===== src/rtl/reconfig_pkg.sv =====
// Shared constants, status codes and FSM states for the reboot request front end.
// Purely declarative: no latency, no backpressure.
// The timer-load helper turns a cycle count into a down-counter preload.
package reconfig_pkg;

  localparam logic [7:0] KEY_BYTE = 8'hA5;

  localparam logic [1:0] STATUS_OK       = 2'd0;
  localparam logic [1:0] STATUS_CHK_ERR  = 2'd1;
  localparam logic [1:0] STATUS_ADDR_ERR = 2'd2;
  localparam logic [1:0] STATUS_TIMEOUT  = 2'd3;

  typedef enum logic [2:0] {
    IDLE,
    ADDR,
    CHK,
    VERIFY,
    DELAY,
    ISSUE,
    WAIT
  } state_t;

  // The timer expires when it reaches zero, so N cycles needs a preload of N-1.
  function automatic logic [31:0] timer_load(input int unsigned cycles);
    return (cycles == 0) ? 32'd0 : 32'(cycles - 1);
  endfunction

endpackage


===== src/rtl/reconfig_timer.sv =====
// Loadable 32-bit down-counter shared by the settle, DONE and inter-byte timeouts.
// Latency: load takes effect next cycle; expired is a decode of the count.
// No backpressure: counts while enabled, saturates at zero.
module reconfig_timer (
  input  logic        CLK,
  input  logic        RST,
  input  logic        load,
  input  logic [31:0] load_val,
  input  logic        en,
  output logic        expired
);

  logic [31:0] count;

  always_ff @(posedge CLK) begin
    if (RST) begin
      count <= '0;
    end else if (load) begin
      count <= load_val;
    end else if (en && (count != '0)) begin
      count <= count - 32'd1;
    end
  end

  assign expired = (count == '0);

endmodule


===== src/rtl/reconfig_request_ctrl.sv =====
// Framed reboot-request receiver: checks key/address/checksum, waits, strobes ICAP, supervises DONE.
// Latency: CHK byte at T, status at T+1 on error, VALID_O at T+2+DELAY_CYCLES.
// Backpressure: BYTE_READY_O only in IDLE/ADDR/CHK; bytes offered otherwise are dropped.
module reconfig_request_ctrl
  import reconfig_pkg::*;
#(
  parameter logic [31:0] FLASH_SIZE   = 32'h0200_0000,
  parameter int unsigned DELAY_CYCLES = 1000,
  parameter int unsigned DONE_TIMEOUT = 65535,
  parameter int unsigned BYTE_TIMEOUT = 4095
) (
  input  logic        CLK,
  input  logic        RST,
  input  logic [7:0]  BYTE_I,
  input  logic        BYTE_VALID_I,
  output logic        BYTE_READY_O,
  output logic [31:0] ADDRESS_O,
  output logic        VALID_O,
  input  logic        DONE_I,
  output logic        BUSY_O,
  output logic [1:0]  STATUS_O,
  output logic        STATUS_VALID_O
);

  state_t      state, state_nxt;
  logic [31:0] addr_sh;
  logic [31:0] addr_q;
  logic [7:0]  chk_acc;
  logic [7:0]  chk_rx;
  logic [1:0]  byte_cnt;
  logic        valid_q;
  logic [1:0]  status_q;
  logic        xfer;
  logic        chk_ok;
  logic        addr_ok;
  logic        tmr_load;
  logic [31:0] tmr_val;
  logic        tmr_en;
  logic        tmr_exp;
  logic        st_pulse;
  logic [1:0]  st_code;

  assign BYTE_READY_O = !RST && ((state == IDLE) || (state == ADDR) || (state == CHK));
  assign xfer         = BYTE_VALID_I && BYTE_READY_O;
  assign chk_ok       = (chk_rx == chk_acc);
  assign addr_ok      = (addr_sh[7:0] == 8'h00) && (addr_sh < FLASH_SIZE);

  reconfig_timer u_timer (
    .CLK      (CLK),
    .RST      (RST),
    .load     (tmr_load),
    .load_val (tmr_val),
    .en       (tmr_en),
    .expired  (tmr_exp)
  );

  always_comb begin
    state_nxt = state;
    tmr_load  = 1'b0;
    tmr_val   = '0;
    tmr_en    = 1'b0;
    st_pulse  = 1'b0;
    st_code   = STATUS_OK;
    case (state)
      IDLE: begin
        if (xfer && (BYTE_I == KEY_BYTE)) begin
          state_nxt = ADDR;
          tmr_load  = 1'b1;
          tmr_val   = timer_load(BYTE_TIMEOUT);
        end
      end
      ADDR: begin
        tmr_en = 1'b1;
        if (xfer) begin
          tmr_load = 1'b1;
          tmr_val  = timer_load(BYTE_TIMEOUT);
          if (byte_cnt == 2'd3) state_nxt = CHK;
        end else if (tmr_exp) begin
          state_nxt = IDLE;
          st_pulse  = 1'b1;
          st_code   = STATUS_TIMEOUT;
        end
      end
      CHK: begin
        tmr_en = 1'b1;
        if (xfer) begin
          state_nxt = VERIFY;
        end else if (tmr_exp) begin
          state_nxt = IDLE;
          st_pulse  = 1'b1;
          st_code   = STATUS_TIMEOUT;
        end
      end
      VERIFY: begin
        if (!chk_ok) begin
          state_nxt = IDLE;
          st_pulse  = 1'b1;
          st_code   = STATUS_CHK_ERR;
        end else if (!addr_ok) begin
          state_nxt = IDLE;
          st_pulse  = 1'b1;
          st_code   = STATUS_ADDR_ERR;
        end else if (DELAY_CYCLES == 0) begin
          state_nxt = ISSUE;
        end else begin
          state_nxt = DELAY;
          tmr_load  = 1'b1;
          tmr_val   = timer_load(DELAY_CYCLES);
        end
      end
      DELAY: begin
        tmr_en = 1'b1;
        if (tmr_exp) state_nxt = ISSUE;
      end
      ISSUE: begin
        state_nxt = WAIT;
        tmr_load  = 1'b1;
        tmr_val   = timer_load(DONE_TIMEOUT);
      end
      WAIT: begin
        tmr_en = 1'b1;
        // DONE wins over a coincident timeout expiry.
        if (DONE_I) begin
          state_nxt = IDLE;
          st_pulse  = 1'b1;
          st_code   = STATUS_OK;
        end else if (tmr_exp) begin
          state_nxt = IDLE;
          st_pulse  = 1'b1;
          st_code   = STATUS_TIMEOUT;
        end
      end
      default: state_nxt = IDLE;
    endcase
  end

  always_ff @(posedge CLK) begin
    if (RST) begin
      state    <= IDLE;
      addr_sh  <= '0;
      addr_q   <= '0;
      chk_acc  <= '0;
      chk_rx   <= '0;
      byte_cnt <= '0;
      valid_q  <= 1'b0;
      status_q <= STATUS_OK;
    end else begin
      state   <= state_nxt;
      valid_q <= (state_nxt == ISSUE);
      if (st_pulse) status_q <= st_code;
      if ((state == IDLE) && xfer) begin
        chk_acc  <= '0;
        byte_cnt <= '0;
      end
      if ((state == ADDR) && xfer) begin
        addr_sh  <= {addr_sh[23:0], BYTE_I};
        chk_acc  <= chk_acc ^ BYTE_I;
        byte_cnt <= byte_cnt + 2'd1;
      end
      if ((state == CHK) && xfer) chk_rx <= BYTE_I;
      if ((state == VERIFY) && chk_ok && addr_ok) addr_q <= addr_sh;
    end
  end

  // Status is reported in the same cycle as the return to IDLE, so it bypasses its hold register.
  assign STATUS_VALID_O = st_pulse && !RST;
  assign STATUS_O       = STATUS_VALID_O ? st_code : status_q;
  assign VALID_O        = valid_q;
  assign ADDRESS_O      = addr_q;
  assign BUSY_O         = (state == DELAY) || (state == ISSUE) || (state == WAIT);

endmodule


===== config.mk =====
export PLATFORM = sky130hd
export DESIGN_NAME = reconfig_request_ctrl
export DESIGN_NICKNAME = d
export VERILOG_FILES = /design/src/rtl/reconfig_pkg.sv /design/src/rtl/reconfig_timer.sv /design/src/rtl/reconfig_request_ctrl.sv
export SDC_FILE = /design/constraint.sdc
export NUM_CORES = 1
export LEC_CHECK = 0
export ABC_AREA = 1
export CAP_MARGIN = 5
export CORE_UTILIZATION = 42
export DETAILED_ROUTE_END_ITERATION = 16
export PLACE_DENSITY = 0.67
export SYNTH_ARGS = -nofsm -noshare
export SYNTH_HDL_FRONTEND = slang
export SYNTH_HIERARCHICAL = 1
export SYNTH_SLANG_ARGS = --single-unit

===== constraint.sdc =====
create_clock -name CLK -period 5.4 [get_ports CLK]
set_input_delay 0.81 -clock CLK [delete_from_list [all_inputs] [get_ports CLK]]
set_output_delay 0.81 -clock CLK [all_outputs]
set_load 0.02 [all_outputs]

==> results list, run 1 <==
- In the detailed route, the total length drawn on met3 is approximately 540 um.
* Most numerous cell in the Yosys netlist: nor2_1
- For this design the ratio of total power to cell area is around 270 nW/um^2.
- Setup slack on the worst reg-to-reg path comes out at about 2.3 ns.
- Clock tree from TritonCTS: done
- At the pin with the least slew margin, the transition time is about 1.0 ns.
* Proportion of synthesized flip-flops having asynchronous set or reset: 0%
- Total Negative Setup Slacks: 0 ns
- Initial cell density of the core: between 40% and 50%
- The HPWL after detailed placement is around 9500 um.
- STA puts the critical path data arrival time at 3.32 ns.
- Gates resized during post-CTS repair numbered 0.
- Sequential fraction of the synthesis area: between 30% and 40%
- Post-detailed-routing wire length: 14,000 um
- Clock tree synthesis selected as its root buffer the cell clkbuf_16.
- Gate count of the mapped netlist: around 890
- For this run, the number of Yosys warnings is 6.
- Count of nets after finishing: between 900 and 1,000
- The clock passes through at most 2 buffers.
- Number of clock buffers inserted by TritonCTS: 17
- Total length of routed met2 wires: around 6000 um
- Cell type contributing the most total cell area after synthesis: dfxtp_1
- Kind of end point of the critical path: output pin
- Largest net degree at the start of global routing: 66
* Mean number of vias per cell: roughly 4.8
* Hold Path Cell Cnt: 2
* Endpoint of the most critical register-to-register path: u_timer/count[18]$_SDFFE_PP0P_
* Worst VDD drop: between 0.00015 and 0.0002 V
- The pre-antenna-repair detailed-routing pass consisted of 4 iterations.
- CTS hold repair buffers: 0
- In this run the tightest slew margin relative to its limit is 30.5%.
- Number of ports placed on the die boundary: 50
- The via count of the first global-routing pass is just under 5,000.
- Launch point of the worst reg-to-reg path: state[1]$_SDFF_PP0_
* Required time at the endpoint of the critical path: around 4.6 ns
- Number of antenna violations at the first check in global routing: 0
- Signal routing reaches up to met4.
- The routed layout has 5,448 vias.
- Distinct cell type count after synthesis: 43
- Post-synthesis sequential element count: 120
- The largest single stage delay on the critical path is between 0.6 and 0.7 ns.
- The signal on the critical path passes through inv_1, ha_1, nand2_4, nor2_8, nand2_1, nor3_1, nand2_1, nor2_1, nand3_1, nand2_1, nor2_2, nand2_1, nand3_1, nand2_1, clkdlybuf4s50_1.
* Lkg Pwr: 3.30 nW
- In this run the core area contains 43 standard-cell rows.
- The total area inside the core boundary comes to 14,000 um^2.
- Commonest cells post-synth: nor2_1 (251), nand2_1 (190), dfxtp_1 (120), o21ai_0 (58), inv_1 (54)
* Post CTS Setup Buffer Count: 0
* Kind of critical path: flip-flop to output pin
* DR iter-0 viols: between 300 and 400
* Largest cells by area after synthesis: dfxtp_1 (40%), nor2_1 (16%), nand2_1 (12%)
* Clock slew at reported path FFs: 0.06 ns
* Clock latency of the later-clocked register in the worst-skew pair: between 0.4 and 0.5 ns
- Most frequent cell on the critical path: nand2_1
- After layout, the worst path uses 76.6% of the clock period.
- Syn Std Cell Area: approximately 6100 um^2
- Peak Freq: 0.242 GHz
- Layout Skew: between 0.006 and 0.007 ns
* FF-to-FF path depth: 11
* Placed Cells: 1,104
- Antenna cell count: 0
* Total setup violations reported at the end of the flow: 0
- The detailed router put a total of about 7200 um of wire on met1.
- The detail route stage leaves a number of antenna-violating nets equal to 0.
* Die Area: approximately 15,000 um^2
* Number of standard cells in the final layout excluding fillers: roughly 1,100
- Input and output buffers added on the ports amount to between 40 and 50.
* Wire length of the first global-routing pass: about 24,000 um
* Number of maximum-capacitance violations: 0
- Outcome: finished, final reports clean
- The largest individual stage delay along the critical path comes from the cell clkdlybuf4s50_1.
- CTS built an H-tree with a depth of 4.
- For hold timing, the worst endpoint is ADDRESS_O[1]$_SDFFE_PP0P_.
* Mean area per synthesized cell: 6.82 um^2
* Type of the worst min-delay path: flip-flop to flip-flop
- Counting both buffers and inverters, the worst setup path holds a total of 2.
- Routed len/inst: about 12 um
- Die X-Extent: about 120 um
- Shortest clock period the worst path allows after layout: 4.13 ns
* Critical hold path startpoint: ADDRESS_O[1]$_SDFFE_PP0P_
- The most used flip-flop cell after synthesis is dfxtp_1.
* Area growth from synthesis to layout: 18.7%
* Fraction of post-synthesis cell area in the top cell type by area: ~40%
- The floorplan step set the die height to 122 um.
* Routability cong.: 0.830
- Setup repair after global routing missed its margin: no
- CP max FO: 7
- Clock tree synthesis found a total of 120 sinks.
- In the final layout, the share of cells above drive strength 1 is about 8.5%.
* Startpoint Class: flip-flop
- GR Util All Layers: around 20%
- The final max-slew violation count was 0.
- Count of unresolved DRC violations after routing: 0
- Number of enable flip-flop cells after synthesis: 0
* Final Hold Violating Endpoints: 0
- Grouping stages by cell kind, the critical path spends the most delay in simple AND/OR/NAND/NOR gates.
- After global routing the overflow that remains totals 0.
-- placed cells by master (no fill, tap or decap), types with 2 or more instances in the layout --
cell type	count
inv_1	54
nor2_1	251
ha_1	2
o21bai_1	23
o211a_1	6
clkinv_2	3
dfxtp_1	120
nand2_2	3
nor3_1	2
xor2_1	12
nand2_4	3
clkbuf_16	17
clkinv_4	3
or2_2	2
clkbuf_1	2
nand4_1	7
buf_4	4
xnor2_1	8
nand2_1	190
a31oi_1	2
o21ai_0	58
nor2_2	7
o21ai_1	5
nor2_4	4
nor3_2	13
a21oi_1	25
inv_2	5
nand3_1	40
clkdlybuf4s50_1	48
conb_1	16
clkbuf_8	3
clkinvlp_4	4
-- routing by layer --
metal	GRT usage, %	vias up
met5	0	-
met2	30.5	85
li1	-	2923
met3	4.54	14
met4	7.01	0
met1	28.1	2426
-- worst register-to-register path, cell delays in order, from the launching register on --
cell     delay [ns]
dfxtp_1        0.35
nand2_1        0.15
inv_1          0.07
nand2_1        0.12
inv_2          0.08
nand3_4        0.27
nand3_1        0.11
buf_4          0.24
inv_1          0.79
nand2_2        0.50
nand3_1        0.25
a21oi_2        0.06
-- stage by stage --
step | worst slack [ns] | area, um^2 | power [W] | utilization (%) | hold slack [ns]
finish | 1.27 | 7200 | 0.00198 | 51.5 | 0.438
CTS | 1.22 | 7200 | 0.00200 | 51.5 | 0.441
global placement | 1.56 | 6660 | 0.000964 | 47.6 | 0.427
floorplan | 2.56 | 6120 | 0.000944 | - | 0.429
global route | 0.999 | 7200 | 0.00205 | 51.5 | 0.449
detailed placement | 1.47 | 6660 | 0.000964 | 47.6 | 0.430
-- cell families after synthesis --
family / Yosys count / synth area share [%]
adder cells (fa/ha/maj): 2 / 0.412
flip-flops: 120 / 39.6
XOR/XNOR: 20 / 2.89
AO/OA/AOI/OAI: 125 / 12.3
other: 1 / 0.0618
AND/OR/NAND/NOR: 527 / 37.4
buffers and inverters: 94 / 7.30
-- layout make-up --
cell class / instances / area [um^2]
Clock buffer: 22 / 474
Sequential cell: 120 / 2400
Inverter: 61 / 236
Timing Repair Buffer: 53 / 515
Tap cell: 180 / 225
Fill cell: 1425 / 6790
Clock inverter: 10 / 71.3
Multi-Input combinational cell: 690 / 3280
-- state kept, by name, indices dropped and copies added (netlist names), 2 cells and up --
register / flops
ADDRESS_O: 32
addr_sh: 32
state: 3
status_q: 2
chk_rx: 8
u_timer/count: 32
byte_cnt: 2
chk_acc: 8
-- how the worst max path moves through the flow --
| stage | slack (ns) | from | end | cells after the start |
|---|---|---|---|---|
| 6_report | 1.27 | u_timer/count[0]$_SDFFE_PP0P_ | STATUS_O[1] | 15 |
| 2_1_floorplan | 2.56 | u_timer/count[0]$_SDFFE_PP0P_ | STATUS_O[1] | 14 |
| 3_5_place_dp | 1.47 | RST | u_timer/count[7]$_SDFFE_PP0P_ | 13 |
| 4_1_cts | 1.22 | u_timer/count[0]$_SDFFE_PP0P_ | STATUS_O[1] | 15 |
| 3_3_place_gp | 1.56 | RST | u_timer/count[7]$_SDFFE_PP0P_ | 13 |
| 5_1_grt | 1.0 | u_timer/count[0]$_SDFFE_PP0P_ | STATUS_O[1] | 15 |
-- report_power, final --
group	total (W)	switching (W)	internal, W
clock network	0.00103	0.000413	0.000622
registers	0.000887	0.000000450	0.000886
logic	0.0000584	0.0000373	0.0000212
total	0.00198	0.000451	0.00153
Power figures use the tool's default switching activity.
==> inputs of run 2 (changes only) <==
- PLACE_DENSITY: 0.67 -> 0.69
- clock period: 5.4 -> 3.4 ns (I/O delays scaled with it)
==> run 2 against run 1 <==
First-iteration DRC count is 18% lower; final area is 0.99% higher; register-to-register slack worse by 1.6 ns; critical path depth is 1 higher; critical endpoint unchanged; largest cell class unchanged.
==> results list, run 2 (synthesis gave the netlist of run 1 again) <==
- The run finished with clean final reports.
- Area growth from synthesis to layout: 19.9%
- Launch point of the worst reg-to-reg path: state[1]$_SDFF_PP0_
- Most frequent cells in the layout: nor2_1 (250), nand2_1 (190), dfxtp_1 (120), o21ai_0 (58), inv_1 (54)
- DR iter-0 viols: 322 (-18%)
* Initial cell density of the core: 43.4% (unchanged)
* Share of layout cells above drive strength 1: 8.76% (+0.29 points)
- The remaining routing DRC violations was 0 (unchanged).
* Die X-Extent: 122 um (unchanged)
- The reported leakage power is 3.35 nW (+1.6%).
- Startpoint Class: flip-flop
- Hold-critical path endpoint: ADDRESS_O[31]$_SDFFE_PP0P_
- Port Buffer Count: 49 (unchanged)
- The relative slew slack came to 51.4% (+21 points).
* Shortest clock period the worst path allows after layout: about 3.2 ns
- The final wirelength was 14,300 um (+2.2%).
* Kind of end point of the critical path: output pin
- The number of antenna violations at the first check in global routing is 0 (unchanged).
- Max stage delay on crit path: 0.33 ns (-0.29 ns)
* First-pass iteration count of the detailed router: 5 (+1)
* Hold Path Cell Cnt: 2 (unchanged)
* Fillers: 1,389 (-2.5%)
- Die Area: 14,900 um^2 (unchanged)
* Peak Freq: ~0.32 GHz
- Wire length of the first global-routing pass: 23,800 um (+0.70%)
* GR Util All Layers: 20.5% (+0.34 points)
- Clock latency of the later-clocked register in the worst-skew pair: 0.42 ns (about the same)
* Antenna cell count: 0 (unchanged)
- The total congestion overflow is 0 (unchanged).
* Number of maximum-capacitance violations: 0 (unchanged)
- The number of buffers inserted by post-CTS setup repair was 0 (unchanged).
* Clock tree from TritonCTS: done
* Slew at the pin with the worst max-slew slack: 0.728 ns (-0.312 ns)
- The final number of hold-violating endpoints came to 0 (unchanged).
- Endpoint of the most critical register-to-register path: u_timer/count[18]$_SDFFE_PP0P_
- The number of vias in the routed layout was 5,433 (-0.28%).
- The final estimated routing congestion in global placement was 0.869 (+4.7%).
- Required time at the endpoint of the critical path: 2.89 ns (-1.70 ns)
- CTS Root Buffer Type: clkbuf_16
* Total setup violations reported at the end of the flow: 0 (unchanged)
- The post-route setup TNS came to 0 ns (unchanged).
- Placed Cells: 1,108 (+0.36%)
* Final Hold Slack: 0.436 ns (-0.00169 ns)
- Most frequent cell on the critical path: nand2_1
* Largest net degree at the start of global routing: 66 (unchanged)
* Routed len/inst: 12.5 um (+1.9%)
- Setup repair after global routing missed its margin: no
- Type of the worst min-delay path: flip-flop to flip-flop
* Worst VDD drop: 0.000294 V (+73%)
- CP Cell Sequence: inv_1, ha_4, nand2_4, nor2_8, nand2_1, nor3_1, nand2_1, nor2_2, nand3_1, nand2_1, nor2_2, nand2_1, nand2_1, nand2_1, nand2_1, dlygate4sd2_1
- Number of clock buffers inserted by TritonCTS: 17 (unchanged)
- Clock tree buffer depth: 2 (unchanged)
- The worst setup path is of the flip-flop to output pin kind.
- The per-cell via count in the routed design is 4.77 (-0.54%).
* Clock slew at reported path FFs: 0.05 ns (about the same)
- The number of cell instances on the worst register-to-register path came to 11 (unchanged).
- The post-cts repair resize count is 5 (+5).
* Leading cell type in the layout, fill and taps excluded: nor2_1
- Number of sinks on the clock net: 120 (unchanged)
- Number of ports placed on the die boundary: 50 (unchanged)
- The power consumption was 0.00326 W (+65%).
- Floorplan core area: 14,000 um^2 (unchanged)
- The final instance count without filler cells was 1,139 (+0.26%).
- Final count of pins violating max slew: 0 (unchanged)
* CTS hold repair buffers: 0 (unchanged)
- Critical hold path startpoint: ADDRESS_O[31]$_SDFFE_PP0P_
- Of the available clock period, the critical path in the final layout requires slightly above 90%.
- Slowest cell on the critical path: dlygate4sd2_1
- The power density over cell area came to 448 nW/um^2 (+63%).
- Final standard cell utilization of the core: 52.0% (+0.51 points)
- Reg2Reg Setup Slack: 0.70 ns (-1.56 ns)
- The total number of nets in the final design was 961 (+0.42%).
- CP max FO: 6 (-1)
- The arrival time of data at the critical path endpoint is 2.66 ns (-0.66 ns).
- The number of H-tree levels is 4 (unchanged).
- Number of global-route vias before repair: 4,956 (-0.14%)
- Remaining number of nets flagged by the antenna check after routing: 0 (unchanged)
- FP Rows: 43 (unchanged)
- The final worst clock skew came to 0.00731 ns (+0.000931 ns).
* Detailed placement HPWL: 9580 um (+0.84%)
* Height of the die: 122 um (unchanged)
-- run 2: metal layers --
metal / part of all wire [%] / wire (um) / GRT usage (%) / vias to the layer above
met5: 0 / 0 / 0 / -
met3: 4.9 / 702 / 5.48 / 16
li1: - / - / - / 2922
met4: 1.1 / 155 / 6.33 / 0
met2: 44 / 6290 / 31.4 / 127
met1: 50 / 7140 / 28.0 / 2368
-- run 2: how the worst max path moves through the flow --
| stage | start | slack, ns | endpoint |
|---|---|---|---|
| floorplan | u_timer/count[0]$_SDFFE_PP0P_ | 0.86 | STATUS_O[1] |
| global placement | u_timer/count[0]$_SDFFE_PP0P_ | 0.26 | STATUS_O[1] |
| detailed placement | u_timer/count[0]$_SDFFE_PP0P_ | 0.20 | STATUS_O[1] |
| CTS | u_timer/count[0]$_SDFFE_PP0P_ | 0.16 | STATUS_O[1] |
| global route | u_timer/count[0]$_SDFFE_PP0P_ | 0.005 | STATUS_O[1] |
| finish | u_timer/count[0]$_SDFFE_PP0P_ | 0.23 | STATUS_O[1] |
-- run 2: power breakdown --
part	internal, W	switching (W)
clock network	0.00113	0.000624
logic	0.0000353	0.0000616
registers	0.00141	0.000000676
total	0.00257	0.000686
-- run 2: area by class of cell --
| class | count | area (um^2) | area share (%) |
|---|---|---|---|
| well taps | 180 | 225 | 3.10 |
| inverters | 61 | 236 | 3.25 |
| repair buffers | 57 | 542 | 7.45 |
| flip-flops and latches | 120 | 2400 | 33.0 |
| multi-input cells | 690 | 3290 | 45.3 |
| clock inverters | 7 | 93.8 | 1.29 |
| clock buffers | 24 | 482 | 6.62 |
-- run 2: per-stage QoR --
stage          worst slack [ns]  instance area [um^2]
2_1_floorplan             0.862                  6120
3_5_place_dp              0.199                  6690
5_1_grt                 0.00527                  7270
4_1_cts                   0.160                  7260
6_report                  0.228                  7270
3_3_place_gp              0.255                  6690
-- run 2: worst max-delay path: cells and delay by family, from the launching register on --
| kind | cells | cell delay [ns] |
|---|---|---|
| adder cells (fa/ha/maj) | 1 | 0.20 |
| buffers and inverters | 2 | 0.45 |
| flip-flops | 1 | 0.31 |
| AND/OR/NAND/NOR | 13 | 1.28 |
==> inputs of run 3 (changes only) <==
- ABC_AREA: 1 -> 0
- CAP_MARGIN: 5 -> not set
- PLACE_DENSITY: 0.69 -> 0.7
==> run 3 against run 2 <==
The flow now finishes with violations (negative setup slack); routed wire length shrank 13%; total power shrank 1.9%; utilization grew 2.2 points; combinational power shrank 14%; worst hold slack gained 0.018 ns; final cell count shrank 22%; highest routed layer unchanged.
==> results list, run 3 <==
* Outcome: complete, but fails checks
* Violations in the final reports: negative setup slack
- The startpoint identified for the worst register-to-register timing path is state[2]$_SDFF_PP0_.
- The number of top-level pins is 50 (unchanged).
* Critical hold path startpoint: ADDRESS_O[25]$_SDFFE_PP0P_
* Post-synthesis sequential element count: 120 (unchanged)
- dfxtp_1 is the most common cell in the netlist.
- TritonCTS built the clock tree.
* Die X-Extent: 116 um (-5.1%)
- Count of nets after finishing: 717 (-25%)
- Fillers: 1,172 (-16%)
* Fraction of post-synthesis cell area in the top cell type by area: 44.1% (+4.5 points)
- Count of vias placed by the detailed router: 4,749 (-13%)
* Hold-critical path endpoint: ADDRESS_O[25]$_SDFFE_PP0P_
- Final count of pins violating max slew: 0 (unchanged)
* Number of global-route vias before repair: 4,580 (-7.6%)
- Signal arrival time at the worst endpoint: 2.93 ns (+0.27 ns)
- The final critical-path required period is 3.44 ns (+0.272 ns).
* Number of sinks on the clock net: 120 (unchanged)
* Startpoint Class: flip-flop
* Type of the worst min-delay path: flip-flop to flip-flop
- The average detailed-routed wire length per instance came to 14.1 um (+12%).
- The number of distinct library cells after synthesis was 74 (+72%).
- Max stage delay on crit path: 0.54 ns (+0.21 ns)
* Slowest cell on the critical path: or4_4
* Commonest cells post-synth: dfxtp_1 (120), nand2_1 (92), nor2_1 (60), a21oi_1 (56), nand3_1 (22)
* Clock latency of the later-clocked register in the worst-skew pair: 0.42 ns (about the same)
- Largest cells by area after synthesis: dfxtp_1 (44%), nand2_1 (6.3%), a21oi_1 (5.1%)
- The clock transition at the register clock pins on the worst setup and hold paths after CTS is 0.05 ns (about the same).
* Initial cell density of the core: 43.2% (-0.19 points)
* Pwr Density: 467 nW/um^2 (+4.3%)
- FF-to-FF path depth: 8 (-3)
- Detailed placement HPWL: 8470 um (-12%)
- The average cell area after synthesis is 8.70 um^2 (+28%).
- STA classifies the critical path endpoint as an output pin.
* Cell type contributing the most total cell area after synthesis: dfxtp_1
- Leading cell type in the layout, fill and taps excluded: dfxtp_1
- The maximum number of pins on one net before global-route repair is 82 (+24%).
* CP Cell Sequence: or4_4, or3_4, nor3_4, nand2b_1, nor2_2, a22oi_2, a31oi_2, mux2_4, buf_6
- The count of buffer and inverter cells on the critical path is 1 (-1).
- Final standard cell utilization of the core: 54.2% (+2.2 points)
* Final period util: 101% (+8.0 points)
- Yosys synthesis warning count: 6 (unchanged)
* Kind of critical path: flip-flop to output pin
- The total congestion overflow was 0 (unchanged).
* Endpoint of the most critical register-to-register path: u_timer/count[25]$_SDFFE_PP0P_
- Count of unresolved DRC violations after routing: 0 (unchanged)
- The hold path depth is 1 (-1).
- The combined global-route utilization of all metal layers is 20.0% (-0.54 points).
- First-pass iteration count of the detailed router: 4 (-1)
- The share of async-settable or async-resettable flops after synthesis is 0% (unchanged).
- Port Buffer Count: 49 (unchanged)
- The die outline height was 116 um (-5.1%).
* Power after layout: 0.00320 W (-1.9%)
* Floorplan core area: 12,600 um^2 (-9.8%)
- Routability cong.: 0.832 (-4.2%)
- The peak fanout along the critical path was 3 (-3).
- The final wirelength was 12,500 um (-13%).
- The first-pass GRT wire length is 21,000 um (-12%).
- CTS Root Buffer Type: clkbuf_16
- Final Hold Slack: 0.454 ns (+0.0178 ns)
- The final antenna-violating net count was 0 (unchanged).
- Peak Freq: 0.290 GHz (-7.9%)
- Mean number of vias per cell: 5.36 (+12%)
* Slew at the pin with the worst max-slew slack: 0.906 ns (+0.177 ns)
- Number of enable flip-flop cells after synthesis: 0 (unchanged)
- FP Rows: 41 (-4.7%)
- Share of layout cells above drive strength 1: 15.1% (+6.4 points)
- Sequential fraction of the synthesis area: 44.1% (+4.5 points)
* Area growth from synthesis to layout: 25.7%
* Required time at the endpoint of the critical path: 2.89 ns (about the same)
- Setup repair after global routing could not meet its margin everywhere.
* Antenna cell count: 0 (unchanged)
* Worst path setup slack after routing: -0.0448 ns (-0.272 ns)
* Number of antenna violations at the first check in global routing: 0 (unchanged)
- Clock tree buffer depth: 2 (unchanged)
- The relative slew slack came to 39.5% (-12 points).
- Final Hold Violating Endpoints: 0 (unchanged)
- Leaving out fill and tap cells, the most frequent cells in the layout are dfxtp_1 (120), nand2_1 (92), nor2_1 (59), a21oi_1 (56), clkdlybuf4s50_1 (45).
- Gate count of the mapped netlist: 626 (-30%)
- Total setup violations reported at the end of the flow: 1 (+1)
- Die Area: 13,400 um^2 (-10%)
- On the critical path the largest part of the delay comes from simple AND/OR/NAND/NOR gates.
- Lkg Pwr: 2.39 nW (-29%)
* DR iter-0 viols: 222 (-31%)
- The final worst clock skew is 0.00714 ns (-0.000169 ns).
- Syn Std Cell Area: 5450 um^2 (-10%)
* Reg2Reg Setup Slack: 0.52 ns (-0.18 ns)
- Worst VDD drop: 0.000323 V (+9.9%)
* Commonest register cell after synthesis: dfxtp_1
* Number of maximum-capacitance violations: 0 (unchanged)
- Number of clock buffers inserted by TritonCTS: 17 (unchanged)
* CTS H-tree lvls: 4 (unchanged)
[run 3: logic make-up after synthesis]
family,after synthesis,share of synthesized area [%]
DFF,120,44.1
other,1,0.0688
adders and majority gates,2,0.459
AOI/OAI and AO/OA,138,17.6
xor gates and xnor gates,17,2.73
buffers and inverters,45,4.00
muxes,22,4.07
and+or+nand+nor,281,27.0
[run 3: worst max-delay path by stage]
| stage | from | end | slack [ns] | cells after the start |
|---|---|---|---|---|
| 2_1_floorplan | u_timer/count[24]$_SDFFE_PP0P_ | STATUS_O[1] | 0.09 | 8 |
| 3_3_place_gp | u_timer/count[24]$_SDFFE_PP0P_ | STATUS_O[1] | -0.12 | 9 |
| 3_5_place_dp | u_timer/count[24]$_SDFFE_PP0P_ | STATUS_O[1] | -0.18 | 9 |
| 4_1_cts | u_timer/count[27]$_SDFFE_PP0P_ | STATUS_O[1] | -0.04 | 9 |
| 5_1_grt | u_timer/count[27]$_SDFFE_PP0P_ | STATUS_O[1] | -0.14 | 9 |
| 6_report | u_timer/count[27]$_SDFFE_PP0P_ | STATUS_O[1] | -0.04 | 9 |
[run 3: final cells by class]
class	instances	area [um^2]	area share [%]
Multi-Input combinational cell	476	2920	42.7
Tap cell	172	215	3.14
Clock inverter	12	130	1.90
Clock buffer	18	429	6.27
Timing Repair Buffer	81	722	10.5
Sequential cell	120	2400	35.1
Inverter	7	26.3	0.384
[run 3: stage by stage]
step                      area, um^2  cells  setup TNS, ns  setup slack, ns
after floorplan                 5510    641              0           0.0852
after global placement          6250    854         -0.122           -0.122
after detailed placement        6250    854         -0.213           -0.178
after CTS                       6840    886        -0.0385          -0.0385
after global routing            6850    886         -0.168           -0.142
final                           6850    886        -0.0448          -0.0448
[run 3: where the power goes]
| group | leakage (nW) | internal, W | switching [W] |
|---|---|---|---|
| Clock | 0.260 | 0.00107 | 0.000642 |
| Combinational | 1.16 | 0.0000305 | 0.0000525 |
| Sequential | 0.966 | 0.00141 | 0.000000659 |
[run 3: layer usage]
metal  routed length [um]  vias to the layer above  global-route usage [%]
met3                  490                       19                    4.86
met5                    0                        -                       0
li1                     -                     2383                       -
met1                 5520                     2241                    23.5
met4                  236                        0                    9.32
met2                 6230                      106                    34.3
[run 3: worst reg2reg max path, stage by stage (launching register included)]
cell and delay [ns]:
dfxtp_1 0.66, nor2_1 0.19, nand3_1 0.16, nor3_1 0.08, nand2b_1 0.16, or2_2 0.39
inv_2 0.69, nor2_1 0.12, a311oi_1 0.32
[run 3: repair_timing]
action / 4_1_cts / 5_1_grt
pin swaps: 6 / 2
hold buffers: 0 / 0
gates resized for setup: 19 / 4
buffers inserted: 2 / 0
setup endpoints to repair: 3 / 3
